## src/rtl/acc_isa_pkg.sv

```systemverilog
// Shared ISA constants for the 16-bit accumulator processor: opcodes, control
// FSM state encoding and datapath mux/operation encodings.
package acc_isa_pkg;

  localparam int OP_W = 4;

  localparam logic [OP_W-1:0] OP_ADD  = 4'd0;
  localparam logic [OP_W-1:0] OP_SUB  = 4'd1;
  localparam logic [OP_W-1:0] OP_AND  = 4'd2;
  localparam logic [OP_W-1:0] OP_OR   = 4'd3;
  localparam logic [OP_W-1:0] OP_LDI  = 4'd4;
  localparam logic [OP_W-1:0] OP_LD   = 4'd5;
  localparam logic [OP_W-1:0] OP_ST   = 4'd6;
  localparam logic [OP_W-1:0] OP_BEQZ = 4'd7;
  localparam logic [OP_W-1:0] OP_BLTZ = 4'd8;
  localparam logic [OP_W-1:0] OP_J    = 4'd9;
  localparam logic [OP_W-1:0] OP_JAL  = 4'd10;
  localparam logic [OP_W-1:0] OP_PUSH = 4'd11;
  localparam logic [OP_W-1:0] OP_POP  = 4'd12;
  localparam logic [OP_W-1:0] OP_IN   = 4'd13;
  localparam logic [OP_W-1:0] OP_OUT  = 4'd14;
  localparam logic [OP_W-1:0] OP_HALT = 4'd15;

  typedef enum logic [3:0] {
    ST_FETCH  = 4'd0,
    ST_DECODE = 4'd1,
    ST_EXEC   = 4'd2,
    ST_MEM_RD = 4'd3,
    ST_MEM_WR = 4'd4,
    ST_BRANCH = 4'd5,
    ST_SP_DEC = 4'd6,
    ST_HALT   = 4'd7
  } state_t;

  localparam logic       PC_SRC_INC  = 1'b0;
  localparam logic       PC_SRC_IMM  = 1'b1;

  localparam logic [1:0] ACC_SRC_ALU = 2'd0;
  localparam logic [1:0] ACC_SRC_IMM = 2'd1;
  localparam logic [1:0] ACC_SRC_MEM = 2'd2;
  localparam logic [1:0] ACC_SRC_IN  = 2'd3;

  localparam logic [1:0] ADDR_PC     = 2'd0;
  localparam logic [1:0] ADDR_IR     = 2'd1;
  localparam logic [1:0] ADDR_SP     = 2'd2;

  localparam logic [1:0] SP_HOLD     = 2'd0;
  localparam logic [1:0] SP_INC      = 2'd1;
  localparam logic [1:0] SP_DEC      = 2'd2;

  // Opcodes 0-3 share their low two bits with the ALU operation select.
  function automatic logic is_alu_op(input logic [OP_W-1:0] op);
    return op[3:2] == 2'b00;
  endfunction

endpackage

```

## src/rtl/acc_control_unit_if.sv

```systemverilog
// Control/status bundle between the accumulator control unit (master) and
// the datapath (slave).
interface acc_control_unit_if;
  import acc_isa_pkg::*;

  logic [OP_W-1:0] opcode;
  logic            acc_zero;
  logic            acc_neg;
  logic            mem_ready;

  logic            ir_write;
  logic            pc_write;
  logic            pc_src;
  logic            mem_read;
  logic            mem_write;
  logic [1:0]      mem_addr_src;
  logic            acc_write;
  logic [1:0]      acc_src;
  logic [1:0]      alu_op;
  logic [1:0]      sp_op;
  logic            ra_write;
  logic            out_write;
  logic            halted;
  logic [3:0]      state_dbg;

  modport master (
    input  opcode, acc_zero, acc_neg, mem_ready,
    output ir_write, pc_write, pc_src, mem_read, mem_write, mem_addr_src,
           acc_write, acc_src, alu_op, sp_op, ra_write, out_write, halted,
           state_dbg
  );

  modport slave (
    output opcode, acc_zero, acc_neg, mem_ready,
    input  ir_write, pc_write, pc_src, mem_read, mem_write, mem_addr_src,
           acc_write, acc_src, alu_op, sp_op, ra_write, out_write, halted,
           state_dbg
  );

endinterface

```

## src/rtl/acc_control_unit.sv

```systemverilog
// Multi-cycle control FSM for the accumulator processor: one state register
// plus next-state and output decode, stalling on the memory ready handshake.
module acc_control_unit
  import acc_isa_pkg::*;
(
  input  logic               clk,
  input  logic               reset,
  acc_control_unit_if.master bus
);

  state_t     state_q, state_d;

  logic       ir_write, pc_write, pc_src, mem_read, mem_write;
  logic [1:0] mem_addr_src, acc_src, alu_op, sp_op;
  logic       acc_write, ra_write, out_write, halted;

  always_ff @(posedge clk) begin
    if (!reset) state_q <= ST_FETCH;
    else        state_q <= state_d;
  end

  always_comb begin
    state_d      = state_q;
    ir_write     = 1'b0;
    pc_write     = 1'b0;
    pc_src       = PC_SRC_INC;
    mem_read     = 1'b0;
    mem_write    = 1'b0;
    mem_addr_src = ADDR_PC;
    acc_write    = 1'b0;
    acc_src      = ACC_SRC_ALU;
    alu_op       = 2'd0;
    sp_op        = SP_HOLD;
    ra_write     = 1'b0;
    out_write    = 1'b0;
    halted       = 1'b0;

    case (state_q)
      ST_FETCH: begin
        mem_read     = 1'b1;
        mem_addr_src = ADDR_PC;
        if (bus.mem_ready) begin
          ir_write = 1'b1;
          pc_write = 1'b1;
          pc_src   = PC_SRC_INC;
          state_d  = ST_DECODE;
        end
      end

      ST_DECODE: begin
        case (bus.opcode)
          OP_ADD, OP_SUB, OP_AND, OP_OR,
          OP_LD, OP_POP:                 state_d = ST_MEM_RD;
          OP_LDI, OP_IN, OP_OUT:         state_d = ST_EXEC;
          OP_ST:                         state_d = ST_MEM_WR;
          OP_BEQZ, OP_BLTZ, OP_J, OP_JAL: state_d = ST_BRANCH;
          OP_PUSH:                       state_d = ST_SP_DEC;
          OP_HALT:                       state_d = ST_HALT;
          default:                       state_d = ST_FETCH;
        endcase
      end

      ST_EXEC: begin
        state_d = ST_FETCH;
        case (bus.opcode)
          OP_LDI: begin
            acc_write = 1'b1;
            acc_src   = ACC_SRC_IMM;
          end
          OP_IN: begin
            acc_write = 1'b1;
            acc_src   = ACC_SRC_IN;
          end
          OP_OUT:  out_write = 1'b1;
          default: begin
            if (is_alu_op(bus.opcode)) begin
              acc_write = 1'b1;
              acc_src   = ACC_SRC_ALU;
              alu_op    = bus.opcode[1:0];
            end
          end
        endcase
      end

      // Address and request stay fixed for the whole stall; only the
      // completing cycle commits the result.
      ST_MEM_RD: begin
        mem_read     = 1'b1;
        mem_addr_src = (bus.opcode == OP_POP) ? ADDR_SP : ADDR_IR;
        if (is_alu_op(bus.opcode)) alu_op = bus.opcode[1:0];
        if (bus.mem_ready) begin
          acc_write = 1'b1;
          acc_src   = is_alu_op(bus.opcode) ? ACC_SRC_ALU : ACC_SRC_MEM;
          if (bus.opcode == OP_POP) sp_op = SP_INC;
          state_d = ST_FETCH;
        end
      end

      ST_MEM_WR: begin
        mem_write    = 1'b1;
        mem_addr_src = (bus.opcode == OP_PUSH) ? ADDR_SP : ADDR_IR;
        if (bus.mem_ready) state_d = ST_FETCH;
      end

      ST_SP_DEC: begin
        sp_op   = SP_DEC;
        state_d = ST_MEM_WR;
      end

      // The PC was already incremented in FETCH, so JAL saves the return
      // address straight from it.
      ST_BRANCH: begin
        pc_src   = PC_SRC_IMM;
        pc_write = ((bus.opcode == OP_BEQZ) && bus.acc_zero) ||
                   ((bus.opcode == OP_BLTZ) && bus.acc_neg)  ||
                   (bus.opcode == OP_J) || (bus.opcode == OP_JAL);
        ra_write = (bus.opcode == OP_JAL);
        state_d  = ST_FETCH;
      end

      ST_HALT: begin
        halted  = 1'b1;
        state_d = ST_HALT;
      end

      default: state_d = ST_FETCH;
    endcase

    // Reset masks everything, including a handshake completing this cycle.
    if (!reset) begin
      state_d      = ST_FETCH;
      ir_write     = 1'b0;
      pc_write     = 1'b0;
      pc_src       = PC_SRC_INC;
      mem_read     = 1'b0;
      mem_write    = 1'b0;
      mem_addr_src = ADDR_PC;
      acc_write    = 1'b0;
      acc_src      = ACC_SRC_ALU;
      alu_op       = 2'd0;
      sp_op        = SP_HOLD;
      ra_write     = 1'b0;
      out_write    = 1'b0;
      halted       = 1'b0;
    end
  end

  assign bus.ir_write     = ir_write;
  assign bus.pc_write     = pc_write;
  assign bus.pc_src       = pc_src;
  assign bus.mem_read     = mem_read;
  assign bus.mem_write    = mem_write;
  assign bus.mem_addr_src = mem_addr_src;
  assign bus.acc_write    = acc_write;
  assign bus.acc_src      = acc_src;
  assign bus.alu_op       = alu_op;
  assign bus.sp_op        = sp_op;
  assign bus.ra_write     = ra_write;
  assign bus.out_write    = out_write;
  assign bus.halted       = halted;
  assign bus.state_dbg    = reset ? state_q : ST_FETCH;

endmodule
```

## src/flat_wrapper.sv

```systemverilog
// flat-port wrapper written by rule: the top's interface ports become plain ports
module acc_control_unit_flat import acc_isa_pkg::*;
  (clk, reset, bus_opcode, bus_acc_zero, bus_acc_neg, bus_mem_ready, bus_ir_write, bus_pc_write, bus_pc_src, bus_mem_read, bus_mem_write, bus_mem_addr_src, bus_acc_write, bus_acc_src, bus_alu_op, bus_sp_op, bus_ra_write, bus_out_write, bus_halted, bus_state_dbg);
  acc_control_unit_if bus_i ();
  input  logic clk;
  input  logic reset;
  input wire logic [$bits(bus_i.opcode)-1:0] bus_opcode;
  input wire logic [$bits(bus_i.acc_zero)-1:0] bus_acc_zero;
  input wire logic [$bits(bus_i.acc_neg)-1:0] bus_acc_neg;
  input wire logic [$bits(bus_i.mem_ready)-1:0] bus_mem_ready;
  output wire logic [$bits(bus_i.ir_write)-1:0] bus_ir_write;
  output wire logic [$bits(bus_i.pc_write)-1:0] bus_pc_write;
  output wire logic [$bits(bus_i.pc_src)-1:0] bus_pc_src;
  output wire logic [$bits(bus_i.mem_read)-1:0] bus_mem_read;
  output wire logic [$bits(bus_i.mem_write)-1:0] bus_mem_write;
  output wire logic [$bits(bus_i.mem_addr_src)-1:0] bus_mem_addr_src;
  output wire logic [$bits(bus_i.acc_write)-1:0] bus_acc_write;
  output wire logic [$bits(bus_i.acc_src)-1:0] bus_acc_src;
  output wire logic [$bits(bus_i.alu_op)-1:0] bus_alu_op;
  output wire logic [$bits(bus_i.sp_op)-1:0] bus_sp_op;
  output wire logic [$bits(bus_i.ra_write)-1:0] bus_ra_write;
  output wire logic [$bits(bus_i.out_write)-1:0] bus_out_write;
  output wire logic [$bits(bus_i.halted)-1:0] bus_halted;
  output wire logic [$bits(bus_i.state_dbg)-1:0] bus_state_dbg;
  assign bus_i.opcode = bus_opcode;
  assign bus_i.acc_zero = bus_acc_zero;
  assign bus_i.acc_neg = bus_acc_neg;
  assign bus_i.mem_ready = bus_mem_ready;
  assign bus_ir_write = bus_i.ir_write;
  assign bus_pc_write = bus_i.pc_write;
  assign bus_pc_src = bus_i.pc_src;
  assign bus_mem_read = bus_i.mem_read;
  assign bus_mem_write = bus_i.mem_write;
  assign bus_mem_addr_src = bus_i.mem_addr_src;
  assign bus_acc_write = bus_i.acc_write;
  assign bus_acc_src = bus_i.acc_src;
  assign bus_alu_op = bus_i.alu_op;
  assign bus_sp_op = bus_i.sp_op;
  assign bus_ra_write = bus_i.ra_write;
  assign bus_out_write = bus_i.out_write;
  assign bus_halted = bus_i.halted;
  assign bus_state_dbg = bus_i.state_dbg;
  acc_control_unit u_core (.clk(clk), .reset(reset), .bus(bus_i));
endmodule
```

## config.mk

```make
export PLATFORM = sky130hd
export DESIGN_NAME = acc_control_unit_flat
export DESIGN_NICKNAME = d
export VERILOG_FILES = /design/src/rtl/acc_isa_pkg.sv /design/src/rtl/acc_control_unit_if.sv /design/src/rtl/acc_control_unit.sv /design/src/flat_wrapper.sv
export SDC_FILE = /design/constraint.sdc
export NUM_CORES = 1
export LEC_CHECK = 0
export CORE_MARGIN = 2
export CORE_UTILIZATION = 39
export DETAILED_ROUTE_END_ITERATION = 6
export GPL_TIMING_DRIVEN = 0
export PLACE_DENSITY = 0.88
export SYNTH_ARGS = -nofsm -noshare
export SYNTH_HDL_FRONTEND = slang
export SYNTH_SLANG_ARGS = --single-unit
```

## constraint.sdc

```tcl
create_clock -name clk -period 1.5 [get_ports clk]
set_input_delay 0.225 -clock clk [delete_from_list [all_inputs] [get_ports clk]]
set_output_delay 0.225 -clock clk [all_outputs]
set_load 0.005 [all_outputs]
```

==> flow_summary.html <==
<table>
<tr><th>Metric</th><th>Value</th></tr>
<tr><th colspan="2">STA</th></tr>
<tr><td>Final max-slew violation count</td><td>0</td></tr>
<tr><td>Smallest setup slack after layout</td><td>-0.122 ns</td></tr>
<tr><td>Setup repair after global routing missed its margin</td><td>yes</td></tr>
<tr><td>Worst clock skew</td><td>around 0.0089 ns</td></tr>
<tr><td>Count of endpoints failing hold in the final timing report</td><td>0</td></tr>
<tr><td>Highest clock frequency the design can meet</td><td>616 MHz</td></tr>
<tr><td>Post-route clock period utilization</td><td>108%</td></tr>
<tr><td>Fin crit period</td><td>1.62 ns</td></tr>
<tr><td>Finish-stage setup viols</td><td>9</td></tr>
<tr><th colspan="2">Critical path</th></tr>
<tr><td>Worst EP required</td><td>1.27 ns</td></tr>
<tr><td>Cell seen most often among critical-path stages</td><td>buf_8</td></tr>
<tr><td>WP data arrival</td><td>1.40 ns</td></tr>
<tr><td>Classification of the worst setup path</td><td>reg -&gt; out</td></tr>
<tr><td>Crit-path slowest cell</td><td>dfxtp_4</td></tr>
<tr><td>CP startpoint kind</td><td>register</td></tr>
<tr><td>Critical path capture point type</td><td>output pin</td></tr>
<tr><td>CP max FO</td><td>5</td></tr>
<tr><td>Cell-by-cell trace of the critical path</td><td>buf_8 -&gt; buf_8 -&gt; a2111oi_4 -&gt; o21a_1 -&gt; buf_2</td></tr>
<tr><td>Maximum single-stage delay on the critical path</td><td>0.36 ns</td></tr>
<tr><th colspan="2">Clocking</th></tr>
<tr><td>Hold buffer count at CTS</td><td>0</td></tr>
<tr><td>TritonCTS clock tree</td><td>built</td></tr>
<tr><td>Worst-skew pair later-pin latency</td><td>0.26 ns</td></tr>
<tr><td>Number of clock sinks</td><td>3</td></tr>
<tr><td>Clock input transition at the sequential cells of the worst setup and hold paths</td><td>~0.040 ns</td></tr>
<tr><td>Clk Tree Root Cell</td><td>clkbuf_4</td></tr>
<tr><td>Maximum count of clock buffers along a single path</td><td>2</td></tr>
<tr><td>Number of buffers added by the clock tree synthesis step</td><td>3</td></tr>
<tr><td>H-tree lvl count</td><td>1</td></tr>
<tr><th colspan="2">Floorplan</th></tr>
<tr><td>Number of cell rows</td><td>14</td></tr>
<tr><td>Initial Utilization</td><td>around 41%</td></tr>
<tr><td>Height of the die</td><td>43.4 µm</td></tr>
<tr><td>Die width</td><td>roughly 43 µm</td></tr>
<tr><td>Number of ports placed on the die boundary</td><td>30</td></tr>
<tr><td>Core box area</td><td>1470 µm²</td></tr>
<tr><td>Die footprint</td><td>1880 µm²</td></tr>
<tr><th colspan="2">Synthesis</th></tr>
<tr><td>Synth Area per Inst</td><td>6.71 µm²</td></tr>
<tr><td>Total number of yosys warnings</td><td>0</td></tr>
<tr><td>Number of unique standard cell types used by synthesis</td><td>37</td></tr>
<tr><td>Cell taking the most area after synthesis</td><td>ha_1</td></tr>
<tr><td>Dominant cells by area after synthesis</td><td>ha_1, dfxtp_1, nor2_1, inv_1, nand2_1</td></tr>
<tr><td>Sequential fraction of the synthesis area</td><td>9.94%</td></tr>
<tr><td>Post-synthesis instance total</td><td>90</td></tr>
<tr><td>Synthesized flop and latch total</td><td>3</td></tr>
<tr><td>Area fraction of the dominant cell type after synthesis</td><td>10.4%</td></tr>
<tr><td>Area of the mapped netlist</td><td>604 µm²</td></tr>
<tr><td>Syn Nets</td><td>104</td></tr>
<tr><th colspan="2">Routing</th></tr>
<tr><td>Detailed-route via count</td><td>roughly 910</td></tr>
<tr><td>Number of nets with antenna violations after routing</td><td>0</td></tr>
<tr><td>Total DRC errors in the routed layout</td><td>0</td></tr>
<tr><td>Post-DR vias/cell</td><td>6.08</td></tr>
<tr><td>Routed length per instance</td><td>16.7 µm</td></tr>
<tr><td>Drt total wl</td><td>2490 µm</td></tr>
<tr><td>Count of TritonRoute iterations in the first routing pass</td><td>4</td></tr>
<tr><td>Number of violations reported at the end of detailed-routing iteration 0</td><td>27</td></tr>
<tr><th colspan="2">Global routing</th></tr>
<tr><td>Vias in the first global route</td><td>813</td></tr>
<tr><td>GRT overflow</td><td>0</td></tr>
<tr><td>Number of antenna violations at the first check in global routing</td><td>0</td></tr>
<tr><td>GRT Resource Usage Total</td><td>about a quarter</td></tr>
<tr><td>Maximum number of pins on one net before global-route repair</td><td>11</td></tr>
<tr><td>First-pass GRT wire length</td><td>between 3000 and 4000 µm</td></tr>
<tr><th colspan="2">Final layout</th></tr>
<tr><td>Largest registers</td><td>u_core.state_q (3)</td></tr>
<tr><td># nets final</td><td>148</td></tr>
<tr><td>Finished layout cell area</td><td>1150 µm²</td></tr>
<tr><td>Number of flip-flops under the largest register name</td><td>3</td></tr>
<tr><td>Most flops, register</td><td>u_core.state_q</td></tr>
<tr><td># diodes</td><td>0</td></tr>
<tr><td>Syn-to-layout area delta</td><td>90.7%</td></tr>
<tr><td>Layout cells sized above 1</td><td>47.4%</td></tr>
<tr><th colspan="2">Placement</th></tr>
<tr><td>Gpl congestion</td><td>0.790</td></tr>
<tr><td>Hpwl dp</td><td>1430 µm</td></tr>
<tr><td>Worst slack at placement</td><td>-0.952 ns</td></tr>
<tr><td>Dpl cell area</td><td>between 900 and 1000 µm²</td></tr>
<tr><td>IO Port Bufs</td><td>28</td></tr>
<tr><th colspan="2">Power</th></tr>
<tr><td>Static Leakage</td><td>around 0.55 nW</td></tr>
<tr><td>Total chip power</td><td>~550 µW</td></tr>
<tr><td>Power density normalized to cell area</td><td>480 nW/µm²</td></tr>
<tr><td>Highest ir drop seen on vdd</td><td>between 0.0002 and 0.0003 V</td></tr>
<tr><th colspan="2">Hold path</th></tr>
<tr><td>Hold Path Class</td><td>in -&gt; reg</td></tr>
<tr><th colspan="2">Flow run</th></tr>
<tr><td>Maximum Capacitance Violations</td><td>0</td></tr>
<tr><th colspan="2">Outcome</th></tr>
<tr><td>Run status</td><td>finished, violations left</td></tr>
<tr><td>Violations in the final reports</td><td>negative setup slack</td></tr>
</table>
-- path summary, 6_finish.rpt --
check,cells after the start,endpoint,slack [ns],start
setup / recovery,5,bus_mem_addr_src[0],-0.12,u_core.state_q[1]
hold / removal,3,u_core.state_q[0],0.40,reset
setup reg to reg,6,u_core.state_q[0],0.07,u_core.state_q[1]
hold reg to reg,3,u_core.state_q[1],0.73,u_core.state_q[2]
-- cells in the mapped netlist --
cell / number
a2111oi_2: 1
a211oi_1: 1
a21boi_1: 1
a21o_1: 1
a21oi_1: 3
a221oi_2: 1
a2bb2oi_1: 1
a31oi_1: 1
and2_1: 3
and3_1: 3
buf_2: 3
buf_4: 3
conb_1: 1
dfxtp_1: 3
ha_1: 5
inv_1: 7
inv_2: 1
mux2i_1: 1
nand2_1: 7
nand2b_1: 2
nand3_1: 5
nand3b_1: 2
nand4_1: 1
nor2_1: 10
nor2b_1: 4
nor3_1: 3
nor3_2: 1
nor3b_1: 2
nor4_1: 1
o211a_1: 1
o211ai_1: 3
o21a_1: 1
o21ai_0: 2
o22ai_1: 2
o2bb2ai_1: 1
o311ai_1: 1
or3_1: 1
-- power by group --
| group | internal (mW) | switching [mW] |
|---|---|---|
| clock network | 0.101 | 0.0590 |
| registers | 0.0861 | 0.00858 |
| logic | 0.141 | 0.158 |
| total | 0.327 | 0.225 |
-- through the flow --
step | setup TNS [ns] | util [%] | std cells | hold WS (ns)
global route | -0.867 | 78.3 | 149 | 0.417
CTS | -0.487 | 73.6 | 143 | 0.399
global placement | -10.23 | 61.5 | 134 | 0.674
floorplan | 0 | - | 90 | 0.407
detailed placement | -10.77 | 61.5 | 134 | 0.678
finish | -0.585 | 78.3 | 149 | 0.399
-- worst max-delay path: cells and delay by family (launching register included) --
family          cells  cell delay [ns]
flops               1             0.36
compound gates      2             0.44
buf+inv             3             0.34
-- metal layers --
layer	vias up	GRT usage, %	routed length [µm]
li1	402	-	-
met1	438	28.9	968
met2	55	42.7	1280
met3	11	2.08	184
met4	0	11.5	54
met5	-	0	0
-- logic make-up after synthesis --
logic type      after synthesis  share of synthesized area (%)
compound gates               21                           26.9
fa+ha+maj                     5                           10.4
buf+inv                      14                           11.2
flops                         3                           9.94
mux                           1                           1.66
other cells                   1                          0.621
simple gates                 45                           39.3
-- timing repair --
item	4_1_cts	5_1_grt
pin swaps	14	8
gates resized for setup	103	19
endpoints found under the setup margin	21	17
setup buffers	7	6
gates cloned	0	0
-- area by class of cell --
type	count	area (µm²)
Buffer	6	67.6
Sequential cell	3	68.8
Multi-Input combinational cell	73	613
Tap cell	16	20.0
Inverter	8	37.5
Fill cell	96	319
Clock buffer	4	26.3
Timing Repair Buffer	39	319
-- cells in the final DEF, fill, tap and decap left out, drive strengths merged, types with 4 or more instances in the layout --
master	synthesis	routed
buf	6	27
clkbuf	0	5
clkdlybuf4s15	0	5
dlygate4sd2	0	9
ha	5	5
inv	8	8
nand2	7	7
nand3	5	5
nor2	10	10
nor2b	4	4
nor3	4	4
(Power assumes the default switching activity.)
==> variant 1: new RTL, config.mk and constraints unchanged <==
Reset style: asynchronous (`reset`), changed in one clocked block.
--- a/src/rtl/acc_control_unit.sv
+++ b/src/rtl/acc_control_unit.sv
@@ -15,5 +15,5 @@
   logic       acc_write, ra_write, out_write, halted;
 
-  always_ff @(posedge clk) begin
+  always_ff @(posedge clk or negedge reset) begin
     if (!reset) state_q <= ST_FETCH;
     else        state_q <= state_d;
Check against the original RTL: no difference found for any inputs over 10 cycles, from zero or initial values and one cycle with reset low; that may be too few to reach the edited logic, so the function may still have changed.
==> variant 1 against the original RTL <==
The run still ends with negative setup slack left; design area is 2.9% higher; synthesized area is 3.9% higher; first-iteration DRC count is 140% higher; fmax is 6.9% lower; setup slack worse by 0.12 ns; power is 1.2% lower; sequential cell count stayed put; non-clock buffer count is 6 higher; routed wire length is 16% higher.
==> variant 1: results (changes against the original RTL) <==
- Status: finished with violations
- Violated checks: negative setup slack
- Leakage power: 0.620 nW (+13%)
- Routed via count: 925 (+2.1%)
- Synth cell count leaders: nor2_1, inv_1, ha_1, nand3_1, and3_1
- Worst-skew pair later-pin latency: 0.23 ns (-0.03 ns)
- DP Area: 928 µm² (+2.6%)
- Setup ws final: -0.242 ns (-0.120 ns)
- Final setup TNS: -1.52 ns (-0.935 ns)
- Peak supply drop: 0.508 mV (+97%)
- Ratio of cells with drive above 1 in the final layout: 0.511 (+0.0374)
- Switching share of power: 0.386 (-0.0218)
- Sequential power: 93.1 µW (-2%)
- Vias in the first global route: 854 (+5.0%)
- Synth Area in Adders: 0.120 (+0.0160)
- Finish-stage setup viols: 14 (+5)
- Met1 Routed Length: 985 µm (+1.8%)
- GRT Total Usage: 0.281 (+0.0410)
- NonClk Buf Share: 0.367 (+0.0316)
- Worst Path Arrival: 1.52 ns (+0.12 ns)
- ClkCell Share: 0.0222 (-0.000649)
- Multi-input logic portion of the cell area: 0.498 (-0.0341)
- Count of cell types in the netlist: 41 (+11%)
- Multi-Input Combinational: 68 (-6.8%)
- Slowest CP cell: dfrtp_1
- Seq Cell Count: 3 (unchanged)
- Invs w/o clock: 9 (+1)
- Register area share after synthesis: 0.120 (+0.0201)
- Largest net degree at the start of global routing: 11 (unchanged)
- Top FF cell, synth: dfrtp_1
- Sequential cell area share: 0.0633 (+0.00357)
- Skew final: 0.00905 ns (+0.000112 ns)
- First-pass detailed-route iteration total: 5 (+1)
- Net Count, Synth: 101 (-2.9%)
- Asr flop ratio synth: 1.00 (+1.00)
- Final #Nets: 151 (+2.0%)
- Total Wirelength: 2900 µm (+16%)
- Buffers, non-clock: 51 (+13%)
- Fillers: 89 (-7.3%)
- HPWL after DPL: 1470 µm (+2.6%)
- Top post-synthesis cells by area: dfrtp_1, ha_1, nor2_1
- Register area: 75.1 µm² (+9.1%)
- Initial detailed-routing violation count: 66 (+140%)
- Final Wtd Congestion: 0.867 (+9.7%)
- Mux cell area share after synthesis: 0.0339 (+0.0173)
- Global-route wire length before repair: 3930 µm (+14%)
- Delay-heaviest family, CP: simple AND/OR/NAND/NOR gates
- Routed wl met3: 302 µm (+64%)
- N_diodes: 0 (unchanged)
- Met2 wire length: 1460 µm (+14%)
## variant 1: changes by cell type in the layout (fill, tap and decap cells not counted), sizes merged, moves of 2 or more
cell and change:
dlygate4sd2 -2, dfxtp -3, buf +8, dfrtp +3, nor3 -2, o2111ai +2
clkdlybuf4s15 -2, nand2 -3, nor2b -2
## variant 1: worst paths after layout
kind                                               start                            end  slack (ns)  depth (start not counted)
setup / recovery           u_core.state_q[0]$_DFFE_PN0P_            bus_mem_addr_src[1]       -0.24                          5
hold / removal                             bus_opcode[1]  u_core.state_q[1]$_DFFE_PN0P_        0.52                          4
setup reg to reg           u_core.state_q[1]$_DFFE_PN0P_  u_core.state_q[0]$_DFFE_PN0P_        0.15                          5
hold reg to reg            u_core.state_q[1]$_DFFE_PN0P_  u_core.state_q[1]$_DFFE_PN0P_        0.80                          4
max in group asynchronous                          reset  u_core.state_q[2]$_DFFE_PN0P_        0.63                          2
min in group asynchronous                          reset  u_core.state_q[0]$_DFFE_PN0P_        0.69                          2
## variant 1: metrics by stage
stage	cells	power, mW	setup slack (ns)	hold slack (ns)	util
after CTS	147	0.501	-0.232	0.492	0.747
final	151	0.546	-0.242	0.520	0.787
after floorplan	86	0.211	0.248	-0.0706	-
after detailed placement	130	0.298	-0.932	0.497	0.616
after global placement	130	0.290	-0.906	0.489	0.616
after global routing	151	0.580	-0.294	0.537	0.787
## variant 1: timing repair
action,CTS,global route
gates resized for setup,102,18
hold buffers,1,0
pin swaps,9,7
setup buffers,12,5
endpoints found under the hold margin,3,0
endpoints found under the setup margin,20,16
## variant 1: per-layer routing
metal	GRT usage	vias up
met5	0	-
li1	-	398
met3	0.0653	18
met2	0.524	85
met4	0.145	0
met1	0.288	424
==> variant 2: new RTL, same settings <==
Without the edit above. The package constant `OP_W` goes from 4 to 6.
--- a/src/rtl/acc_isa_pkg.sv
+++ b/src/rtl/acc_isa_pkg.sv
@@ -3,5 +3,5 @@
 package acc_isa_pkg;
 
-  localparam int OP_W = 4;
+  localparam int OP_W = 6;
 
   localparam logic [OP_W-1:0] OP_ADD  = 4'd0;
Ports: changed (resized bus_opcode); port bits go from 30 to 32. No check against the original RTL was run, so the function may have changed too.
==> variant 2 against the original RTL <==
The flow still finishes with violations (negative setup slack); cell count shrank 0.67%; fmax shrank 4.2%; setup slack lost 0.070 ns; critical endpoint is now bus_pc_write; routed wire length grew 18%; critical path depth grew 4; synthesized area grew 4.8%; sequential share of layout area shrank 0.78 points; largest power group unchanged; global-route usage grew 5.6 points; sequential cell count is the same; power shrank 12%; die area grew 4.3%; design area grew 6.7%.
==> variant 2: results (changes against the original RTL) <==
- Met1 Routed Length: 1070 µm (+11%)
- Status: finished with violations
- Ratio of cells with drive above 1 in the final layout: 0.621 (+0.148)
- Routed wl met3: 272 µm (+48%)
- DP Area: 933 µm² (+3.2%)
- Skew final: 0.0152 ns (+0.00628 ns)
- Dpl cells: 129 (-3.7%)
- Finish-stage setup viols: 9 (unchanged)
- HPWL after DPL: 1430 µm (about the same)
- Count of cell types in the netlist: 39 (+5.4%)
- Post-Synth XOR/XNOR Area: 0.0138 (+0.0138)
- CP startpoint: bus_opcode[0]
- Leakage power: 0.609 nW (+11%)
- Global-route wire length before repair: 4270 µm (+25%)
- Initial detailed-routing violation count: 22 (-19%)
- Synth Area in Adders: 0.0988 (-0.00471)
- Mux cell area share after synthesis: 0.0336 (+0.0170)
- Final #Nets: 149 (+0.68%)
- Synth cell count leaders: nor2_1, inv_1, ha_1, nand2_1
- Setup ws final: -0.193 ns (-0.0704 ns)
- Fillers: 87 (-9.4%)
- Final setup TNS: -0.904 ns (-0.319 ns)
- Violated checks: negative setup slack
- Routed via count: 897 (-0.99%)
- Peak supply drop: 0.577 mV (+120%)
## variant 2: cell types whose count changed in the layout (fill, tap and decap cells not counted), moves of 3 or more
cell,before,now
o211ai_1,3,0
buf_8,3,0
buf_6,4,12
nor2_1,8,5
clkdlybuf4s15_1,3,0
dlygate4sd2_1,9,5
buf_2,8,13
dlymetal6s2s_1,0,3
## variant 2: layout make-up
type	count	area (µm²)	area share
flip-flops and latches	3	63.8	0.0519
inverters	6	32.5	0.0264
plain buffers	6	56.3	0.0458
clock buffers	4	26.3	0.0214
well taps	16	20.0	0.0163
multi-input cells	70	667	0.542
repair buffers	43	364	0.296
## variant 2: timing repair
| item | in CTS | in global routing |
|---|---|---|
| cloned | 1 | 0 |
| endpoints found under the setup margin | 21 | 19 |
| pin swaps | 13 | 8 |
| resized for setup | 116 | 28 |
| setup buffers | 12 | 3 |
## variant 2: critical path, stage by stage
cell and delay, ns:
buf_12 0.10, inv_8 0.03, buf_4 0.11, buf_4 0.13, ha_4 0.18, a21oi_2 0.16, o22ai_1 0.09, a311o_1 0.32
clkbuf_2 0.11
## variant 2: report_power, final
part / internal, mW / switching, mW / total (mW) / leakage, nW
clock network: 0.101 / 0.0578 / 0.158 / 0.0150
logic: 0.114 / 0.129 / 0.243 / 0.568
registers: 0.0846 / 0.00363 / 0.0882 / 0.0258
total: 0.299 / 0.190 / 0.489 / 0.609
## variant 2: logic make-up after synthesis
group           count (synthesis)
xor+xnor                        1
flops                           3
simple gates                   42
fa+ha+maj                       5
buf+inv                        12
other cells                     1
compound gates                 19
mux                             2
## variant 2: per-layer routing
metal	GRT usage	up-vias
met5	0	-
met4	0.133	0
met3	0.0980	16
met2	0.503	76
met1	0.334	406
li1	-	399
## variant 2: worst min path at each step
stage	to	start	slack (ns)
4_1_cts	u_core.state_q[2]$_SDFFE_PN0P_	bus_opcode[4]	0.39
5_1_grt	u_core.state_q[0]$_SDFFE_PN0P_	reset	0.38
6_report	u_core.state_q[0]$_SDFFE_PN0P_	reset	0.39
2_1_floorplan	u_core.state_q[0]$_SDFFE_PN0P_	reset	0.36
3_5_place_dp	u_core.state_q[1]$_SDFFE_PN0P_	u_core.state_q[0]$_SDFFE_PN0P_	0.60
3_3_place_gp	u_core.state_q[1]$_SDFFE_PN0P_	u_core.state_q[0]$_SDFFE_PN0P_	0.58
